--- src/rtl/vga_timing_gen_if.sv ---
// Pixel/scan bundle shared between the timing generator and the sprite renderers.
// The generator drives it through the master modport; renderers listen through slave.
interface vga_timing_gen_if;
  logic       p_tick;
  logic [9:0] pix_x;
  logic [9:0] pix_y;
  logic       h_sync;
  logic       v_sync;
  logic       video_on;
  logic       frame_start;

  modport master (
    output p_tick, pix_x, pix_y, h_sync, v_sync, video_on, frame_start
  );

  modport slave (
    input p_tick, pix_x, pix_y, h_sync, v_sync, video_on, frame_start
  );
endinterface

--- src/rtl/vga_timing_gen.sv ---
// VGA scan timing source: pixel strobe, scan coordinates, syncs, blanking and frame pulse.
// All flags are registered from the next-count values, so they line up with pix_x/pix_y.
module vga_timing_gen #(
  parameter int H_DISPLAY = 640,
  parameter int H_FRONT   = 16,
  parameter int H_SYNC    = 96,
  parameter int H_BACK    = 48,
  parameter int V_DISPLAY = 480,
  parameter int V_FRONT   = 10,
  parameter int V_SYNC    = 2,
  parameter int V_BACK    = 33,
  parameter int CLK_DIV   = 2,
  parameter bit SYNC_POL  = 1'b0
) (
  input  logic              clk,
  input  logic              rst_n,
  vga_timing_gen_if.master  vga
);

  localparam int H_TOTAL = H_DISPLAY + H_FRONT + H_SYNC + H_BACK;
  localparam int V_TOTAL = V_DISPLAY + V_FRONT + V_SYNC + V_BACK;
  localparam int DIV_W   = (CLK_DIV > 1) ? $clog2(CLK_DIV) : 1;

  localparam logic [DIV_W-1:0] DIV_LAST = DIV_W'(CLK_DIV - 1);
  localparam logic [9:0] H_LAST       = 10'(H_TOTAL - 1);
  localparam logic [9:0] V_LAST       = 10'(V_TOTAL - 1);
  localparam logic [9:0] H_VIS        = 10'(H_DISPLAY);
  localparam logic [9:0] V_VIS        = 10'(V_DISPLAY);
  localparam logic [9:0] H_SYNC_FIRST = 10'(H_DISPLAY + H_FRONT);
  localparam logic [9:0] H_SYNC_LAST  = 10'(H_DISPLAY + H_FRONT + H_SYNC - 1);
  localparam logic [9:0] V_SYNC_FIRST = 10'(V_DISPLAY + V_FRONT);
  localparam logic [9:0] V_SYNC_LAST  = 10'(V_DISPLAY + V_FRONT + V_SYNC - 1);

  // Coordinates are 10 bits wide, so neither total may exceed 1024.
  if (H_TOTAL > 1024) begin : g_bad_h_total
    $error("vga_timing_gen: H_TOTAL %0d exceeds 1024", H_TOTAL);
  end
  if (V_TOTAL > 1024) begin : g_bad_v_total
    $error("vga_timing_gen: V_TOTAL %0d exceeds 1024", V_TOTAL);
  end
  if (CLK_DIV < 1) begin : g_bad_clk_div
    $error("vga_timing_gen: CLK_DIV must be at least 1");
  end

  logic [DIV_W-1:0] div_q;
  logic [DIV_W-1:0] div_next;
  logic [9:0]       x_next;
  logic [9:0]       y_next;
  logic             frame_wrap;
  logic             h_sync_next;
  logic             v_sync_next;
  logic             video_on_next;

  always_comb begin
    div_next      = (div_q == DIV_LAST) ? '0 : div_q + DIV_W'(1);
    x_next        = vga.pix_x;
    y_next        = vga.pix_y;
    frame_wrap    = 1'b0;
    if (vga.p_tick) begin
      if (vga.pix_x == H_LAST) begin
        x_next = '0;
        if (vga.pix_y == V_LAST) begin
          y_next     = '0;
          frame_wrap = 1'b1;
        end else begin
          y_next = vga.pix_y + 10'd1;
        end
      end else begin
        x_next = vga.pix_x + 10'd1;
      end
    end
    h_sync_next   = ((x_next >= H_SYNC_FIRST) && (x_next <= H_SYNC_LAST)) ? SYNC_POL : ~SYNC_POL;
    v_sync_next   = ((y_next >= V_SYNC_FIRST) && (y_next <= V_SYNC_LAST)) ? SYNC_POL : ~SYNC_POL;
    video_on_next = (x_next < H_VIS) && (y_next < V_VIS);
  end

  // Flags only reload on a pixel step, which keeps video_on low until the first strobe.
  always_ff @(posedge clk or negedge rst_n) begin
    if (!rst_n) begin
      div_q           <= '0;
      vga.p_tick      <= 1'b0;
      vga.pix_x       <= '0;
      vga.pix_y       <= '0;
      vga.h_sync      <= ~SYNC_POL;
      vga.v_sync      <= ~SYNC_POL;
      vga.video_on    <= 1'b0;
      vga.frame_start <= 1'b0;
    end else begin
      div_q           <= div_next;
      vga.p_tick      <= (div_next == DIV_LAST);
      vga.frame_start <= frame_wrap;
      if (vga.p_tick) begin
        vga.pix_x    <= x_next;
        vga.pix_y    <= y_next;
        vga.h_sync   <= h_sync_next;
        vga.v_sync   <= v_sync_next;
        vga.video_on <= video_on_next;
      end
    end
  end

endmodule

--- src/flat_wrapper.sv ---
// flat-port wrapper written by rule: the top's interface ports become plain ports
module vga_timing_gen_flat 
#(
  parameter int H_DISPLAY = 640,
  parameter int H_FRONT   = 16,
  parameter int H_SYNC    = 96,
  parameter int H_BACK    = 48,
  parameter int V_DISPLAY = 480,
  parameter int V_FRONT   = 10,
  parameter int V_SYNC    = 2,
  parameter int V_BACK    = 33,
  parameter int CLK_DIV   = 2,
  parameter bit SYNC_POL  = 1'b0
)
  (clk, rst_n, vga_p_tick, vga_pix_x, vga_pix_y, vga_h_sync, vga_v_sync, vga_video_on, vga_frame_start);
  vga_timing_gen_if vga_i ();
  input  logic clk;
  input  logic rst_n;
  output wire logic [$bits(vga_i.p_tick)-1:0] vga_p_tick;
  output wire logic [$bits(vga_i.pix_x)-1:0] vga_pix_x;
  output wire logic [$bits(vga_i.pix_y)-1:0] vga_pix_y;
  output wire logic [$bits(vga_i.h_sync)-1:0] vga_h_sync;
  output wire logic [$bits(vga_i.v_sync)-1:0] vga_v_sync;
  output wire logic [$bits(vga_i.video_on)-1:0] vga_video_on;
  output wire logic [$bits(vga_i.frame_start)-1:0] vga_frame_start;
  assign vga_p_tick = vga_i.p_tick;
  assign vga_pix_x = vga_i.pix_x;
  assign vga_pix_y = vga_i.pix_y;
  assign vga_h_sync = vga_i.h_sync;
  assign vga_v_sync = vga_i.v_sync;
  assign vga_video_on = vga_i.video_on;
  assign vga_frame_start = vga_i.frame_start;
  vga_timing_gen #(.H_DISPLAY(H_DISPLAY), .H_FRONT(H_FRONT), .H_SYNC(H_SYNC), .H_BACK(H_BACK), .V_DISPLAY(V_DISPLAY), .V_FRONT(V_FRONT), .V_SYNC(V_SYNC), .V_BACK(V_BACK), .CLK_DIV(CLK_DIV), .SYNC_POL(SYNC_POL)) u_core (.clk(clk), .rst_n(rst_n), .vga(vga_i));
endmodule
--- config.mk ---
export PLATFORM = sky130hd
export DESIGN_NAME = vga_timing_gen_flat
export DESIGN_NICKNAME = d
export VERILOG_FILES = /design/src/rtl/vga_timing_gen_if.sv /design/src/rtl/vga_timing_gen.sv /design/src/flat_wrapper.sv
export SDC_FILE = /design/constraint.sdc
export NUM_CORES = 1
export LEC_CHECK = 0
export ABC_AREA = 1
export ABC_CLOCK_PERIOD_IN_PS = 2100
export CAP_MARGIN = 20
export CORE_ASPECT_RATIO = 1.1
export CORE_UTILIZATION = 45
export DETAILED_ROUTE_END_ITERATION = 10
export GPL_TIMING_DRIVEN = 0
export PLACE_DENSITY = 0.69
export SLEW_MARGIN = 15
export SYNTH_ARGS = -nofsm -noshare
export SYNTH_HDL_FRONTEND = slang
export SYNTH_SLANG_ARGS = --single-unit
--- constraint.sdc ---
create_clock -name clk -period 2.1 [get_ports clk]
set_clock_uncertainty 0.15 [all_clocks]
set_input_delay 0.63 -clock clk [delete_from_list [all_inputs] [get_ports clk]]
set_output_delay 0.63 -clock clk [all_outputs]
set_load 0.02 [all_outputs]
==> results.toml, run 1 <==
[clock_tree]
cts_tree = "yes"
htreeDepth = 1
cts_root_buf = "clkbuf_4"
clockBufferDepth = 2
clkTransAtPathRegs_ns = 0.15
clock_sinks = 25
cts_buffers = 3
clock_latency_ns = 0.33
holdBufCountCts = 0

[hold_path]
hold_depth = 2
hold_path_end = "u_core.vga.video_on"
hp-start = "u_core.vga.video_on"
hold_class = "flip-flop to flip-flop"

[placed_design]
place_worst_setup_slack_ns = 0.0956
dp_hpwl_mm = 2.67
dpl_cell_area_um2 = 1920
gp_congestion = 0.828
port_buffers = 26

[critical_path]
r2r-start = "u_core.vga.pix_x[0]"
worstSetupPathType = "flip-flop to output port"
cp.depth = 1
reg2regPathDepth = 12
cp.arrival_ns = 1.27
worst_path_dominant_cell_family = "buffers and inverters"
r2r_slack_ns = 0.13
cp_slowest_cell = "clkdlybuf4s50_1"
r2r_end = "u_core.vga.v_sync"
cp-start-kind = "flip-flop"
max_stage_delay_ns = 0.59
crit_chain = "clkdlybuf4s50_1"
required_ns = 1.32
critPathCaptureType = "output port"
cp_max_fo = 1
critPathBufInv = 1

[final_layout]
areaGrowthSynthToFinish_pct = 23.8
final_cell_mix = "nand2_1, inv_1, nor2_1, dlygate4sd2_1, dfrtp_1"
fin_area_um2 = 1960
num_antenna_cells = 0
fill_cells = 341
drive_gt1_share_pct = 13.9
nets = 257
final_common_cell = "nand2_1"

[global_routing]
grt_pass1_wl_mm = 6.22
antenna_found_initial = 0
grt_pass1_vias = 1350
track_usage_pct = 21.3
grt-ovfl-total = 0
grt_max_degree = 14

[synthesis]
synth_top_area_share_pct = 36.3
ys_warn_count = 0
synth_cells = 219
yosysSeqAreaShare_pct = 39.7
yosys.area.top_type = "dfrtp_1"
syn_nets = 224
netlist_area_um2 = 1580
synth_area_per_cell_um2 = 7.23
synth.distinct_cells = 30
synth_area_leaders = "dfrtp_1, nand2_1, inv_1"
ys_ff_latch = 25

[die]
die-area_um2 = 3760
design.core.area_um2 = 3360
die_h_um = 64.2
start_util_pct = 47.2
io_pins = 27
fp-row-count = 22
die_w_um = 58.6

[detailed_routing]
vias = 1444
via_per_inst = 4.83
wl_per_cell_um = 11.7
drtIter0Drc = 79
drcViolationCount = 0
antenna_left = 0
firstDrtPassIters = 5
drt_wl_total_mm = 3.49

[sta]
finalWorstSetupSlack_ns = 0.0485
fin_crit_sh_pct = 97.7
tightest_slew_ns = 0.619
relSlewSlack_pct = 58.6
setup_violations = 0
hold_viol = 0
drv_slew = 0
min_period_ns = 2.05
timing.hold.ws_ns = 0.349
fmaxAchievable_mhz = 487

[power_and_ir_drop]
leakagePower_uw = 0.00106
vdd_drop_max_mv = 0.253
power_density_nw_per_um2 = 368

[outcome]
outcome = "finished, final reports clean"

[run]
cap_violations = 0
[power breakdown]
part	leakage, uW	total (uW)	switching, uW	internal [uW]
logic	0.000723	13.9	9.77	4.18
clock network	0.0000150	225	151	74.5
registers	0.000319	482	0	482
[synth_stat cells]
cell type,count
nand2_1,59
inv_1,37
nor2_1,28
dfrtp_1,23
nand3_1,19
nand4_1,7
nor2_2,6
nand3_2,4
o21ai_0,4
a21oi_1,3
ha_1,3
inv_2,3
nor2_4,3
dfstp_2,2
nor3_1,2
xor2_1,2
a22o_1,1
and3_4,1
buf_4,1
buf_6,1
clkbuf_1,1
clkinv_1,1
nand2_2,1
nand2_4,1
nand3_4,1
nand3b_1,1
nor2_8,1
o21ai_1,1
o21ai_2,1
o22ai_1,1
[cell families (layout without fill, tap and decap cells)]
kind of cell,Yosys count,in the layout,share of synthesized area [%]
simple gates,134,134,41.7
xor+xnor,2,2,1.11
flops,25,25,39.7
buf+inv,44,76,11.1
fa+ha+maj,3,3,2.37
compound gates,11,11,4.03
[area by class of cell]
type / instances / area [um^2] / share of cell area, %
well taps: 48 / 60.1 / 3.06
flip-flops and latches: 25 / 631 / 32.2
repair buffers: 28 / 260 / 13.3
multi-input cells: 150 / 807 / 41.2
clock buffers: 4 / 26.3 / 1.34
inverters: 41 / 154 / 7.85
plain buffers: 3 / 22.5 / 1.15
[metrics by stage]
| stage | std cells | total power (uW) | utilization, % | setup TNS, ns |
|---|---|---|---|---|
| floorplan | 219 | 491 | - | 0 |
| global placement | 293 | 502 | 56.7 | -1.29 |
| detailed placement | 294 | 506 | 57.2 | 0 |
| CTS | 298 | 725 | 57.2 | 0 |
| global route | 299 | 751 | 58.4 | -0.0100 |
| finish | 299 | 721 | 58.4 | 0 |
[layer usage]
layer  GRT usage [%]  vias to the layer above  share of wire (%)
met4            3.57                        0               0.57
li1                -                      745                  -
met2            37.5                       33                 51
met5               0                        -                  0
met3            1.82                        2                3.7
met1            28.6                      664                 45
[registers in the layout, indices dropped and copies added (netlist names)]
| signal | count |
|---|---|
| u_core.vga.pix_x | 10 |
| u_core.vga.h_sync | 1 |
| u_core.div_q | 1 |
| u_core.vga.frame_start | 1 |
| u_core.vga.v_sync | 1 |
| u_core.vga.pix_y | 10 |
| u_core.vga.video_on | 1 |
[worst max-delay path by stage]
stage,from,end,slack (ns)
2_1_floorplan,u_core.vga.pix_x[0],u_core.vga.video_on,0.21
3_3_place_gp,rst_n,u_core.vga.pix_x[8],-0.06
3_5_place_dp,u_core.vga.pix_y[0],u_core.vga.v_sync,0.1
4_1_cts,u_core.vga.pix_x[7],vga_pix_x[7],0.008
5_1_grt,u_core.vga.pix_x[0],u_core.vga.video_on,-0.006
6_report,u_core.vga.frame_start,vga_frame_start,0.05
[timing repair]
action | in CTS | in global routing
endpoints found under the setup margin | 22 | 5
setup buffers | 0 | 1
gates resized for setup | 23 | 8
hold endpoints to repair | 0 | 0
No activity file was read; power rests on OpenSTA's default activity.
==> run 2: changes to the inputs <==
Settings changed: PLACE_DENSITY 0.69 to 0.66.
==> results.toml, run 2 (synthesized netlist as in run 1, its figures left out) <==
[sta]
fin_crit_sh_pct = 96.3
rsz0062_at_grt = "no"
finalWorstSetupSlack_ns = 0.0778
hold_viol = 0
min_period_ns = 2.02
setup_violations = 0
drv_slew = 0
fmaxAchievable_mhz = 495
tightest_slew_ns = 0.624
relSlewSlack_pct = 58.3

[critical_path]
cp_max_fo = 1
cp.arrival_ns = 1.24
worst_path_dominant_cell_family = "buffers and inverters"
worstSetupPathType = "flip-flop to output port"
max_stage_delay_ns = 0.59
critPathBufInv = 1
r2r_end = "u_core.vga.v_sync"
cp_slowest_cell = "clkdlybuf4s50_1"
r2r_slack_ns = 0.19
critPathCaptureType = "output port"
cp-start-kind = "flip-flop"
r2r-start = "u_core.vga.pix_y[0]"
required_ns = 1.32
reg2regPathDepth = 13
crit_chain = "clkdlybuf4s50_1"

[final_layout]
nets = 258
final_common_cell = "nand2_1"
num_antenna_cells = 0
areaGrowthSynthToFinish_pct = 24.5
fin_util_pct = 58.7
drive_gt1_share_pct = 16.3
reg_top3 = "u_core.vga.pix_x (10), u_core.vga.pix_y (10)"
fill_cells = 351
final_cell_mix = "nand2_1, inv_1, nor2_1, dlygate4sd2_1"

[global_routing]
grt_pass1_vias = 1387
antenna_found_initial = 0
track_usage_pct = 21.1
grt_max_degree = 14
grt-ovfl-total = 0
grt_pass1_wl_mm = 6.09

[placed_design]
gp_congestion = 0.791
dp_hpwl_mm = 2.62
port_buffers = 26
place_worst_setup_slack_ns = 0.0766

[hold_path]
hp-start = "u_core.vga.video_on"
hold_path_end = "u_core.vga.video_on"
hold_depth = 2
hold_class = "flip-flop to flip-flop"

[clock_tree]
clock_sinks = 25
cts_tree = "yes"
clockBufferDepth = 2
clock_latency_ns = 0.31
htreeDepth = 1
cts_root_buf = "clkbuf_4"
clkTransAtPathRegs_ns = 0.14
cts_buffers = 3

[die]
fp-row-count = 22
io_pins = 27
die_w_um = 58.6
die-area_um2 = 3760
design.core.area_um2 = 3360
start_util_pct = 47.2
die_h_um = 64.2

[power_and_ir_drop]
leakagePower_uw = 0.00105
power_density_nw_per_um2 = 361
vdd_drop_max_mv = 0.247
power_uw = 712

[detailed_routing]
drcViolationCount = 0
drtIter0Drc = 60
via_per_inst = 4.73
drt_wl_total_mm = 3.41
vias = 1420
wl_per_cell_um = 11.4
antenna_left = 0
firstDrtPassIters = 4

[run]
cap_violations = 0

[outcome]
outcome = "finished, final reports clean"
[run 2: cell types whose count changed in the layout (fill, tap and decap cells not counted), sizes merged]
cell / change
buf: +1
dlymetal6s2s: -1
dlygate4sd2: +1
[run 2: metal layers]
layer	global-route usage, %	share of wire, %	vias to the layer above
met1	26.9	48	657
met4	7.14	0.70	0
met5	0	0	-
met3	1.82	2.2	2
met2	37.1	49	17
li1	-	-	744
[run 2: area by class of cell]
class	count	area, um^2	area share, %
Inverter	41	154	7.80
Timing Repair Buffer	29	264	13.4
Buffer	3	22.5	1.14
Clock buffer	4	26.3	1.33
Sequential cell	25	633	32.1
Multi-Input combinational cell	150	812	41.2
Tap cell	48	60.1	3.05
[run 2: how the worst max path moves through the flow]
stage,startpoint,end,slack (ns),depth (start not counted)
6_report,u_core.vga.frame_start,vga_frame_start,0.08,1
3_3_place_gp,rst_n,u_core.vga.pix_x[9],-0.1,1
4_1_cts,u_core.vga.video_on,vga_video_on,0.02,1
5_1_grt,u_core.vga.pix_x[0],u_core.vga.video_on,0.01,13
3_5_place_dp,u_core.vga.pix_y[0],u_core.vga.v_sync,0.08,13
2_1_floorplan,u_core.vga.pix_x[0],u_core.vga.video_on,0.21,10
[run 2: worst min-delay path: cells and delay by family, from the launching register on]
family | cells | cell delay [ns]
flops | 1 | 0.36
simple gates | 2 | 0.11
[run 2: where the power goes]
part           switching, uW  leakage [uW]  internal [uW]
clock                    142     0.0000150           74.2
combinational           9.69      0.000714           4.18
sequential                 0      0.000316            482
[run 2: repair_timing]
| action | in CTS | in global routing |
|---|---|---|
| hold buffers | 0 | 0 |
| gates resized for setup | 24 | 12 |
| setup endpoints to repair | 23 | 4 |
| pin swaps | 0 | 2 |
| setup buffers | 0 | 2 |
[run 2: through the flow]
| step | cell area [um^2] | TNS, ns | instances | hold WS [ns] |
|---|---|---|---|---|
| 3_3_place_gp | 1900 | -2.17 | 293 | 0.316 |
| 6_report | 1970 | 0 | 300 | 0.346 |
| 2_1_floorplan | 1580 | 0 | 219 | 0.184 |
| 5_1_grt | 1970 | 0 | 300 | 0.389 |
| 4_1_cts | 1920 | 0 | 298 | 0.349 |
| 3_5_place_dp | 1920 | 0 | 294 | 0.324 |
==> run 3: changes to the inputs <==
Settings changed: ABC_CLOCK_PERIOD_IN_PS 2100 to default.
==> results of run 3 <==
Same layout as run 2: the final DEF is identical, and so are final timing and power.
